File: src/rtl/rob.sv
// Reorder buffer: allocates REG/BRANCH/STORE entries, collects results, commits in order, flushes on mispredict.
// Optional macro ROB_BYPASS_EN: operand lookups also see same-cycle rs/lsb broadcasts.
module rob #(
    parameter  int ROB_SIZE = 16,
    localparam int ID_W     = $clog2(ROB_SIZE),
    localparam int CNT_W    = ID_W + 1
) (
    input  logic            clk_in,
    input  logic            rst_in,
    input  logic            rdy_in,
    input  logic            dc_valid,
    input  logic [1:0]      dc_type,
    input  logic [4:0]      dc_rd,
    input  logic            dc_pred_taken,
    input  logic [31:0]     dc_alt_pc,
    output logic [ID_W-1:0] rob_tail_id,
    output logic            rob_full,
    input  logic            rs_has_output,
    input  logic [ID_W-1:0] rs_rob_id,
    input  logic [31:0]     rs_output,
    input  logic            is_lsb,
    input  logic [ID_W-1:0] lsb_rob_id,
    input  logic [31:0]     lsb_res,
    input  logic [ID_W-1:0] q1_id,
    input  logic [ID_W-1:0] q2_id,
    output logic            q1_ready,
    output logic            q2_ready,
    output logic [31:0]     q1_value,
    output logic [31:0]     q2_value,
    output logic            cm_valid,
    output logic [4:0]      cm_rd,
    output logic [ID_W-1:0] cm_rob_id,
    output logic [31:0]     cm_value,
    output logic            st_commit,
    output logic [ID_W-1:0] st_rob_id,
    output logic            rob_clear,
    output logic [31:0]     rob_clear_pc
);

    localparam logic [1:0] TYPE_BRANCH = 2'd1;
    localparam logic [1:0] TYPE_STORE  = 2'd2;

    logic        busy_q  [ROB_SIZE], busy_d  [ROB_SIZE];
    logic        ready_q [ROB_SIZE], ready_d [ROB_SIZE];
    logic [1:0]  type_q  [ROB_SIZE], type_d  [ROB_SIZE];
    logic [4:0]  rd_q    [ROB_SIZE], rd_d    [ROB_SIZE];
    logic        pred_q  [ROB_SIZE], pred_d  [ROB_SIZE];
    logic [31:0] alt_q   [ROB_SIZE], alt_d   [ROB_SIZE];
    logic [31:0] value_q [ROB_SIZE], value_d [ROB_SIZE];

    logic [ID_W-1:0]  head_q, head_d, tail_q, tail_d;
    logic [CNT_W-1:0] count_q, count_d;

    logic            cm_valid_q, cm_valid_d, st_commit_q, st_commit_d, rob_clear_q, rob_clear_d;
    logic [4:0]      cm_rd_q, cm_rd_d;
    logic [ID_W-1:0] cm_rob_id_q, cm_rob_id_d, st_rob_id_q, st_rob_id_d;
    logic [31:0]     cm_value_q, cm_value_d, rob_clear_pc_q, rob_clear_pc_d;

    logic active, do_alloc, do_commit, mispredict;

    function automatic logic [ID_W-1:0] next_id(input logic [ID_W-1:0] id);
        return (id == ID_W'(ROB_SIZE - 1)) ? '0 : id + 1'b1;
    endfunction

    // The cycle showing rob_clear is the tail of a flush: nothing may enter or leave.
    always_comb begin
        active     = rdy_in && !rob_clear_q;
        do_alloc   = active && dc_valid && (count_q < CNT_W'(ROB_SIZE));
        do_commit  = active && (count_q != '0) && ready_q[head_q];
        mispredict = do_commit && (type_q[head_q] == TYPE_BRANCH)
                     && (value_q[head_q][0] != pred_q[head_q]);
    end

    always_comb begin
        for (int i = 0; i < ROB_SIZE; i++) begin
            busy_d[i]  = busy_q[i];
            ready_d[i] = ready_q[i];
            type_d[i]  = type_q[i];
            rd_d[i]    = rd_q[i];
            pred_d[i]  = pred_q[i];
            alt_d[i]   = alt_q[i];
            value_d[i] = value_q[i];
            if (active && busy_q[i] && !ready_q[i]) begin
                if (rs_has_output && rs_rob_id == ID_W'(i)) begin
                    ready_d[i] = 1'b1;
                    value_d[i] = rs_output;
                end else if (is_lsb && lsb_rob_id == ID_W'(i)) begin
                    ready_d[i] = 1'b1;
                    value_d[i] = lsb_res;
                end
            end
            if (do_alloc && tail_q == ID_W'(i)) begin
                busy_d[i]  = 1'b1;
                ready_d[i] = (dc_type == TYPE_STORE);
                type_d[i]  = dc_type;
                rd_d[i]    = dc_rd;
                pred_d[i]  = dc_pred_taken;
                alt_d[i]   = dc_alt_pc;
                value_d[i] = '0;
            end
            if ((do_commit && head_q == ID_W'(i)) || mispredict) begin
                busy_d[i] = 1'b0;
            end
        end
    end

    always_comb begin
        head_d  = do_commit ? next_id(head_q) : head_q;
        tail_d  = do_alloc ? next_id(tail_q) : tail_q;
        count_d = count_q + CNT_W'(do_alloc) - CNT_W'(do_commit);
        if (mispredict) begin
            head_d  = '0;
            tail_d  = '0;
            count_d = '0;
        end
    end

    // Pulse flops freeze with the rest of the state while rdy_in is low; outputs are gated below.
    always_comb begin
        cm_valid_d     = cm_valid_q;
        cm_rd_d        = cm_rd_q;
        cm_rob_id_d    = cm_rob_id_q;
        cm_value_d     = cm_value_q;
        st_commit_d    = st_commit_q;
        st_rob_id_d    = st_rob_id_q;
        rob_clear_d    = rob_clear_q;
        rob_clear_pc_d = rob_clear_pc_q;
        if (rdy_in) begin
            cm_valid_d  = 1'b0;
            st_commit_d = 1'b0;
            rob_clear_d = 1'b0;
            if (do_commit) begin
                if (type_q[head_q] == TYPE_STORE) begin
                    st_commit_d = 1'b1;
                    st_rob_id_d = head_q;
                end else if (type_q[head_q] == TYPE_BRANCH) begin
                    if (mispredict) begin
                        rob_clear_d    = 1'b1;
                        rob_clear_pc_d = alt_q[head_q];
                    end
                end else begin
                    cm_valid_d  = 1'b1;
                    cm_rd_d     = rd_q[head_q];
                    cm_rob_id_d = head_q;
                    cm_value_d  = value_q[head_q];
                end
            end
        end
    end

    always_ff @(posedge clk_in) begin
        if (!rst_in) begin
            busy_q         <= '{default: 1'b0};
            head_q         <= '0;
            tail_q         <= '0;
            count_q        <= '0;
            cm_valid_q     <= 1'b0;
            cm_rd_q        <= '0;
            cm_rob_id_q    <= '0;
            cm_value_q     <= '0;
            st_commit_q    <= 1'b0;
            st_rob_id_q    <= '0;
            rob_clear_q    <= 1'b0;
            rob_clear_pc_q <= '0;
        end else begin
            busy_q         <= busy_d;
            ready_q        <= ready_d;
            type_q         <= type_d;
            rd_q           <= rd_d;
            pred_q         <= pred_d;
            alt_q          <= alt_d;
            value_q        <= value_d;
            head_q         <= head_d;
            tail_q         <= tail_d;
            count_q        <= count_d;
            cm_valid_q     <= cm_valid_d;
            cm_rd_q        <= cm_rd_d;
            cm_rob_id_q    <= cm_rob_id_d;
            cm_value_q     <= cm_value_d;
            st_commit_q    <= st_commit_d;
            st_rob_id_q    <= st_rob_id_d;
            rob_clear_q    <= rob_clear_d;
            rob_clear_pc_q <= rob_clear_pc_d;
        end
    end

    function automatic logic [32:0] lookup(input logic [ID_W-1:0] id);
        logic [32:0] res;
        res = '0;
        if (busy_q[id] && ready_q[id]) begin
            res = {1'b1, value_q[id]};
        end
`ifdef ROB_BYPASS_EN
        else if (active && busy_q[id] && rs_has_output && rs_rob_id == id) begin
            res = {1'b1, rs_output};
        end else if (active && busy_q[id] && is_lsb && lsb_rob_id == id) begin
            res = {1'b1, lsb_res};
        end
`endif
        return res;
    endfunction

    always_comb begin
        {q1_ready, q1_value} = lookup(q1_id);
        {q2_ready, q2_value} = lookup(q2_id);
    end

    assign rob_tail_id  = tail_q;
    assign rob_full     = (count_q >= CNT_W'(ROB_SIZE - 1));
    assign cm_valid     = cm_valid_q && rdy_in;
    assign cm_rd        = cm_rd_q;
    assign cm_rob_id    = cm_rob_id_q;
    assign cm_value     = cm_value_q;
    assign st_commit    = st_commit_q && rdy_in;
    assign st_rob_id    = st_rob_id_q;
    assign rob_clear    = rob_clear_q && rdy_in;
    assign rob_clear_pc = rob_clear_pc_q;

endmodule
File: config.mk
export PLATFORM = sky130hd
export DESIGN_NAME = rob
export DESIGN_NICKNAME = d
export VERILOG_FILES = /design/src/rtl/rob.sv
export SDC_FILE = /design/constraint.sdc
export NUM_CORES = 2
export LEC_CHECK = 0
export BUFFER_PORTS_ARGS = -buffer_cell sky130_fd_sc_hd__buf_2
export CAP_MARGIN = 20
export CORE_AREA = 2 2 428 430
export DETAILED_ROUTE_END_ITERATION = 6
export DIE_AREA = 0 0 430 432
export PLACE_DENSITY = 0.61
export SETUP_SLACK_MARGIN = 0.05
export SYNTH_ARGS = -nofsm -noshare
export SYNTH_HDL_FRONTEND = slang
export SYNTH_SLANG_ARGS = --single-unit
File: constraint.sdc
create_clock -name clk_in -period 14.45 [get_ports clk_in]
set_input_delay 2.89 -clock clk_in [delete_from_list [all_inputs] [get_ports clk_in]]
set_output_delay 2.89 -clock clk_in [all_outputs]
set_load 0.01 [all_outputs]
# ---- After elaboration in Yosys (flattened, before gate mapping)
# Cells that the tools add are included.
dict set report totals {
  wordCells 593
  input_bits 126
  output_inout_bits 151
  ff_bits 1277
}
dict set report op_classes {
  bitwise_logic 6
  n_mux 161
  order_cmp 5
  add_sub_neg 4
  reduce_logical 230
  eq_ne 64
}
# op n
set op_table {}
lappend op_table {{32-bit two-way mux} 56}
lappend op_table {{32-bit binary-select mux with 4-bit select} 4}
lappend op_table {{4-bit == test, second input constant} 32}
lappend op_table {{1-bit logical AND} 108}
lappend op_table {{1-bit two-way mux} 85}
lappend op_table {{33-bit two-way mux} 2}
lappend op_table {{4-bit by 3-bit == test with 1-bit output, second input constant} 16}
lappend op_table {{3-bit AND reduction} 17}
lappend op_table {{3-bit nonzero test} 16}
lappend op_table {{2-bit OR reduction} 17}
lappend op_table {{4-bit by 2-bit == test with 1-bit output, second input constant} 8}
lappend op_table {{2-bit AND reduction} 16}
lappend op_table {{2-bit nonzero test} 16}
lappend op_table {{1-bit binary-select mux with 4-bit select} 6}
lappend op_table {{5-bit binary-select mux with 4-bit select} 1}
lappend op_table {{1-bit logical NOT} 17}
lappend op_table {{4-bit by 1-bit == test with 1-bit output, second input constant} 4}
lappend op_table {{4-bit logical NOT} 4}
lappend op_table {{1-bit logical OR} 16}
lappend op_table {{5-bit >= comparator, second input constant} 3}
lappend op_table {{4-bit NOT with 5-bit output} 3}
lappend op_table {{5-bit two-way mux} 2}
lappend op_table {{4-bit by 1-bit adder with 4-bit output, second input constant} 2}
lappend op_table {{2-bit binary-select mux with 4-bit select} 1}
lappend op_table {{other kinds (13)} 18}

# ---- Longest topological paths before layout
dict set report depth {
  ltp_word 11
  depth_mapped 19
  mapped_depth_nobuf 17
}

# ---- Least setup slack after synthesis
# Ideal clock, no wire load.
dict set report synth_path {
  kind {input -> register}
  from {input port rdy_in}
  to {register ready_q[12] (netlist bit), enable pin}
  setup_ns 0.391
  required_ns 14.059
  n_path_buf 1
  path_stages 6
  setup_slack_ns 5.613
  arrival_ns 8.445
  cell_sequence {nor2b_1 -> and3_1 -> buf_2 -> nand2_1 -> nor4_1 -> a41o_1}
}
dict set report synth_between {
  elab_chain_len 6
  word_cells_on_any_way 9
  classes_between {9 x reduce/logical}
}
# element line
set synth_rtl {}
lappend synth_rtl {{start, declared} 10} ;# input logic rdy_in,
lappend synth_rtl {{1-bit logical AND *} 67} ;# active = rdy_in && !rob_clear_q;
lappend synth_rtl {{1-bit logical AND (2 in series)} 68} ;# do_alloc = active && dc_valid && (count_q < CNT_W'(ROB_SIZE));
lappend synth_rtl {{1-bit logical AND} 92} ;# if (do_alloc && tail_q == ID_W'(i)) begin
lappend synth_rtl {{3-bit nonzero test (no source line) / 2-bit nonzero test (equally long branches)} -}
lappend synth_rtl {{3-bit AND reduction (no source line) *} -}
lappend synth_rtl {{end signal, assigned} 167} ;# ready_q <= ready_d;
lappend synth_rtl {{end, declared} 44} ;# logic ready_q [ROB_SIZE], ready_d [ROB_SIZE];
# Every way passes the cells marked *; elsewhere a longest branch is shown, timed or not.
# A chain may end at the register's enable or synchronous reset.

# ---- Final worst setup path
dict set report layout_path {
  from {input port q1_id[2]}
  to {output port q1_value[6]}
}
dict set report layout_between {
  elab_chain_len 6
  word_cells_on_any_way 12
  classes_between {10 x mux; 1 x bitwise; 1 x reduce/logical}
}
# element line
set layout_rtl {}
lappend layout_rtl {{start, declared} 24} ;# input logic [ID_W-1:0] q1_id,
lappend layout_rtl {{4-bit NOT with 5-bit output (implied by the code) *} {190, 191}}
lappend layout_rtl {{1-bit binary-select mux with 4-bit select} 190} ;# if (busy_q[id] && ready_q[id]) begin
lappend layout_rtl {{1-bit two-way mux (implied by the code) (2 in series)} 190}
lappend layout_rtl {{1-bit logical AND} 190}
lappend layout_rtl {{33-bit two-way mux *} 190}
lappend layout_rtl {{end, declared} 28} ;# output logic [31:0] q1_value,
# Every way passes the cells marked *; elsewhere a longest branch is shown, timed or not. The select of a mux whose other input is x is not followed.

==> flow_summary.json <==
{
  "grt_usage_pct": 25.59,
  "hold_buffers": 0,
  "finalCritPeriodShare_pct": 63.30,
  "synth-main-ff-cell": "edfxtp_1",
  "place_hpwl_um": 128900,
  "p_int_w": 0.006997,
  "initial_core_util_pct": 35.63,
  "synth.distinct_cells": 51,
  "yosysSeqAreaShare_pct": 57.55,
  "drive_gt1_share_pct": 29.24,
  "grt_first_pass_wirelength_um": 337000,
  "max_cap_violations": 0,
  "nNetsFinal": 4791,
  "power_density_mw_per_mm2": 127.7,
  "pin_count": 277,
  "ir_worst_vdd_mv": 0.1308,
  "overflow": 0,
  "critPathLaunchType": "input port",
  "wl_um": 240900,
  "holdWs_ns": 0.4590,
  "critPathCaptureType": "primary output",
  "fp.coreArea_sq_mm": 0.1817,
  "slew_headroom_pct": 19.15,
  "worstPathMaxFanout": 81,
  "finClkSkew_ns": 0.04204,
  "seq_power_share_pct": 44.0,
  "finalCriticalPeriod_ns": 9.147,
  "drt_iter0_markers": 7146,
  "cp.arrival_ns": 6.26,
  "holdCritPathClass": "register to register",
  "die_x_um": 430,
  "yosysTopAreaCell": "edfxtp_1",
  "pwr-share-comb_pct": 14.8,
  "setup_tns_ns": 0,
  "synth.most_common_cell": "edfxtp_1",
  "power_frac_clock_pct": 41.2,
  "cts.sinks": 1277,
  "postCtsSetupBuffers": 0,
  "area_growth_pct": 13.58,
  "dieArea_sq_mm": 0.1858,
  "syn-mean-instance-area_sq_um": 14.12,
  "first_pass_iters": 7,
  "postRouteAntennaNets": 0,
  "yosysWarnings": 0,
  "cp.required_ns": 11.56,
  "cts-buffers-inserted": 145,
  "nFillCells": 16380,
  "synth_edf_count": 1168,
  "synth_top_area_share_pct": 54.18,
  "grt_max_degree": 157,
  "netlist_top_cells_count": "edfxtp_1, nand2_1, mux4_2",
  "htree_levels": 4,
  "synthArstFlopShare_pct": 0,
  "die_height_um": 432,
  "vias_per_cell": 6.310,
  "rsz0062_at_grt": "false",
  "final-max-slew-violation-count": 0,
  "dp_slack_ns": 5.358,
  "synth_cells": 4585,
  "postCtsResizedCells": 0,
  "cts_root_buf": "clkbuf_16",
  "drc_errors": 0,
  "max_freq_ghz": 0.1093,
  "netlist_top_cells_area": "edfxtp_1, mux4_2, nand2_1",
  "worstSetupPathType": "input port to primary output",
  "synth_area_sq_mm": 0.06474,
  "cts_buffer_depth": 3,
  "p_leak_nw": 24.15,
  "setup_viol": 0,
  "antenna_found_initial": 48,
  "status": "finished, final reports clean",
  "vias": 45240,
  "synth_nets": 4731,
  "switching_share_pct": 25.50,
  "io_buffer_count": 276,
  "ys_ff_latch": 1277,
  "row_count": 157,
  "grt_pass1_vias": 44350,
  "wl_per_cell_um": 33.60,
  "clkLatencyLatePin_ns": 0.81,
  "tritoncts": "built",
  "switching_power_w": 0.002395,
  "tightest_slew_ns": 1.213,
  "clk_pin_slew_ns": 0.06,
  "worst_slack_ns": 5.303,
  "hold_violations": 0,
  "place_congestion": 0.9048
}
==> cell type report <==
type	instances	area, sq um	share of cell area [%]
multi-input combinational	2793	25790	35.07
clock inverter	77	1018	1.385
clock buffer	189	3955	5.379
tap	2385	2984	4.058
antenna	20	50.05	0.06806
sequential	1277	37270	50.69
inverter	38	145.1	0.1974
timing repair buffer	390	2317	3.151
==> critical path, stage by stage <==
cell and delay, ns:
buf_6 0.65, buf_4 0.82, mux4_2 0.59, o21ai_0 0.29
mux2i_4 0.10, buf_4 0.38, nor2b_1 0.22, buf_2 0.15
==> stage by stage <==
| stage | std cells | instance area, sq um | power, W | util (%) |
|---|---|---|---|---|
| floorplan | 4585 | 64740 | 0.005227 | - |
| global placement | 6882 | 68480 | 0.005581 | 37.69 |
| detailed placement | 6882 | 68480 | 0.005599 | 37.69 |
| CTS | 7148 | 73450 | 0.009426 | 40.42 |
| global route | 7162 | 73510 | 0.009668 | 40.46 |
| finish | 7169 | 73530 | 0.009392 | 40.47 |
==> cell families (layout without fill, tap and decap cells) <==
logic type	count (synthesis)	in the layout	share of synthesized area, %
flops	1277	1277	57.55
buf+inv	515	694	3.299
xor+xnor	6	6	0.08117
mux	764	764	25.03
compound gates	609	609	5.042
fa+ha+maj	20	20	0.3981
simple gates	1394	1394	8.597
other cells	0	20	0
==> metal layers <==
layer | GRT usage [%] | vias up | wire (um)
met3 | 7.125 | 980 | 29900
met5 | 0 | - | 153
met4 | 16.66 | 26 | 17840
met2 | 40.22 | 3738 | 111600
li1 | - | 17660 | -
met1 | 31.00 | 22840 | 81420
==> power by group through the flow <==
stage | registers, W | logic (W) | clock network [W]
detailed placement | 0.00421 | 0.00139 | 0
global placement | 0.00421 | 0.00137 | 0
floorplan | 0.00419 | 0.00104 | 0
finish | 0.00413 | 0.00139 | 0.00387
CTS | 0.00413 | 0.00139 | 0.00390
global route | 0.00414 | 0.00149 | 0.00404
==> layout by cell type (no fill, tap or decap), types with 13 or more instances in the layout <==
cell	n
inv_1	37
buf_2	270
clkbuf_1	29
edfxtp_1	1168
nor2b_1	69
clkbuf_16	146
nand3_1	13
ha_1	19
clkbuf_8	16
mux4_2	684
mux2i_1	78
nor3_2	21
nor2_1	85
dfxtp_1	105
diode_2	20
o21ai_0	25
nor2_4	24
nand2_1	1135
clkinv_2	17
bufinv_16	17
a21oi_1	527
buf_4	113
clkinv_1	18
==> flip-flops by register name (all words and copies together) (netlist names), 32 cells and up <==
register	cells
alt_q	512
rob_clear_pc	32
value_q	512
cm_value	32
type_q	32
rd_q	80
==> worst paths after layout <==
kind	start	endpoint	slack [ns]	cells past startpoint
max reg2reg	head_q[0]$_SDFFE_PP0P_	count_q[4]$_SDFF_PP0_	8.98	17
max	q1_id[2]	q1_value[6]	5.30	8
min	rob_clear_pc[24]$_SDFFE_PN0P_	rob_clear_pc[24]$_SDFFE_PN0P_	0.46	2
min reg2reg	rob_clear_pc[24]$_SDFFE_PN0P_	rob_clear_pc[24]$_SDFFE_PN0P_	0.46	2
Note: power is estimated with default switching activity, not from simulation.
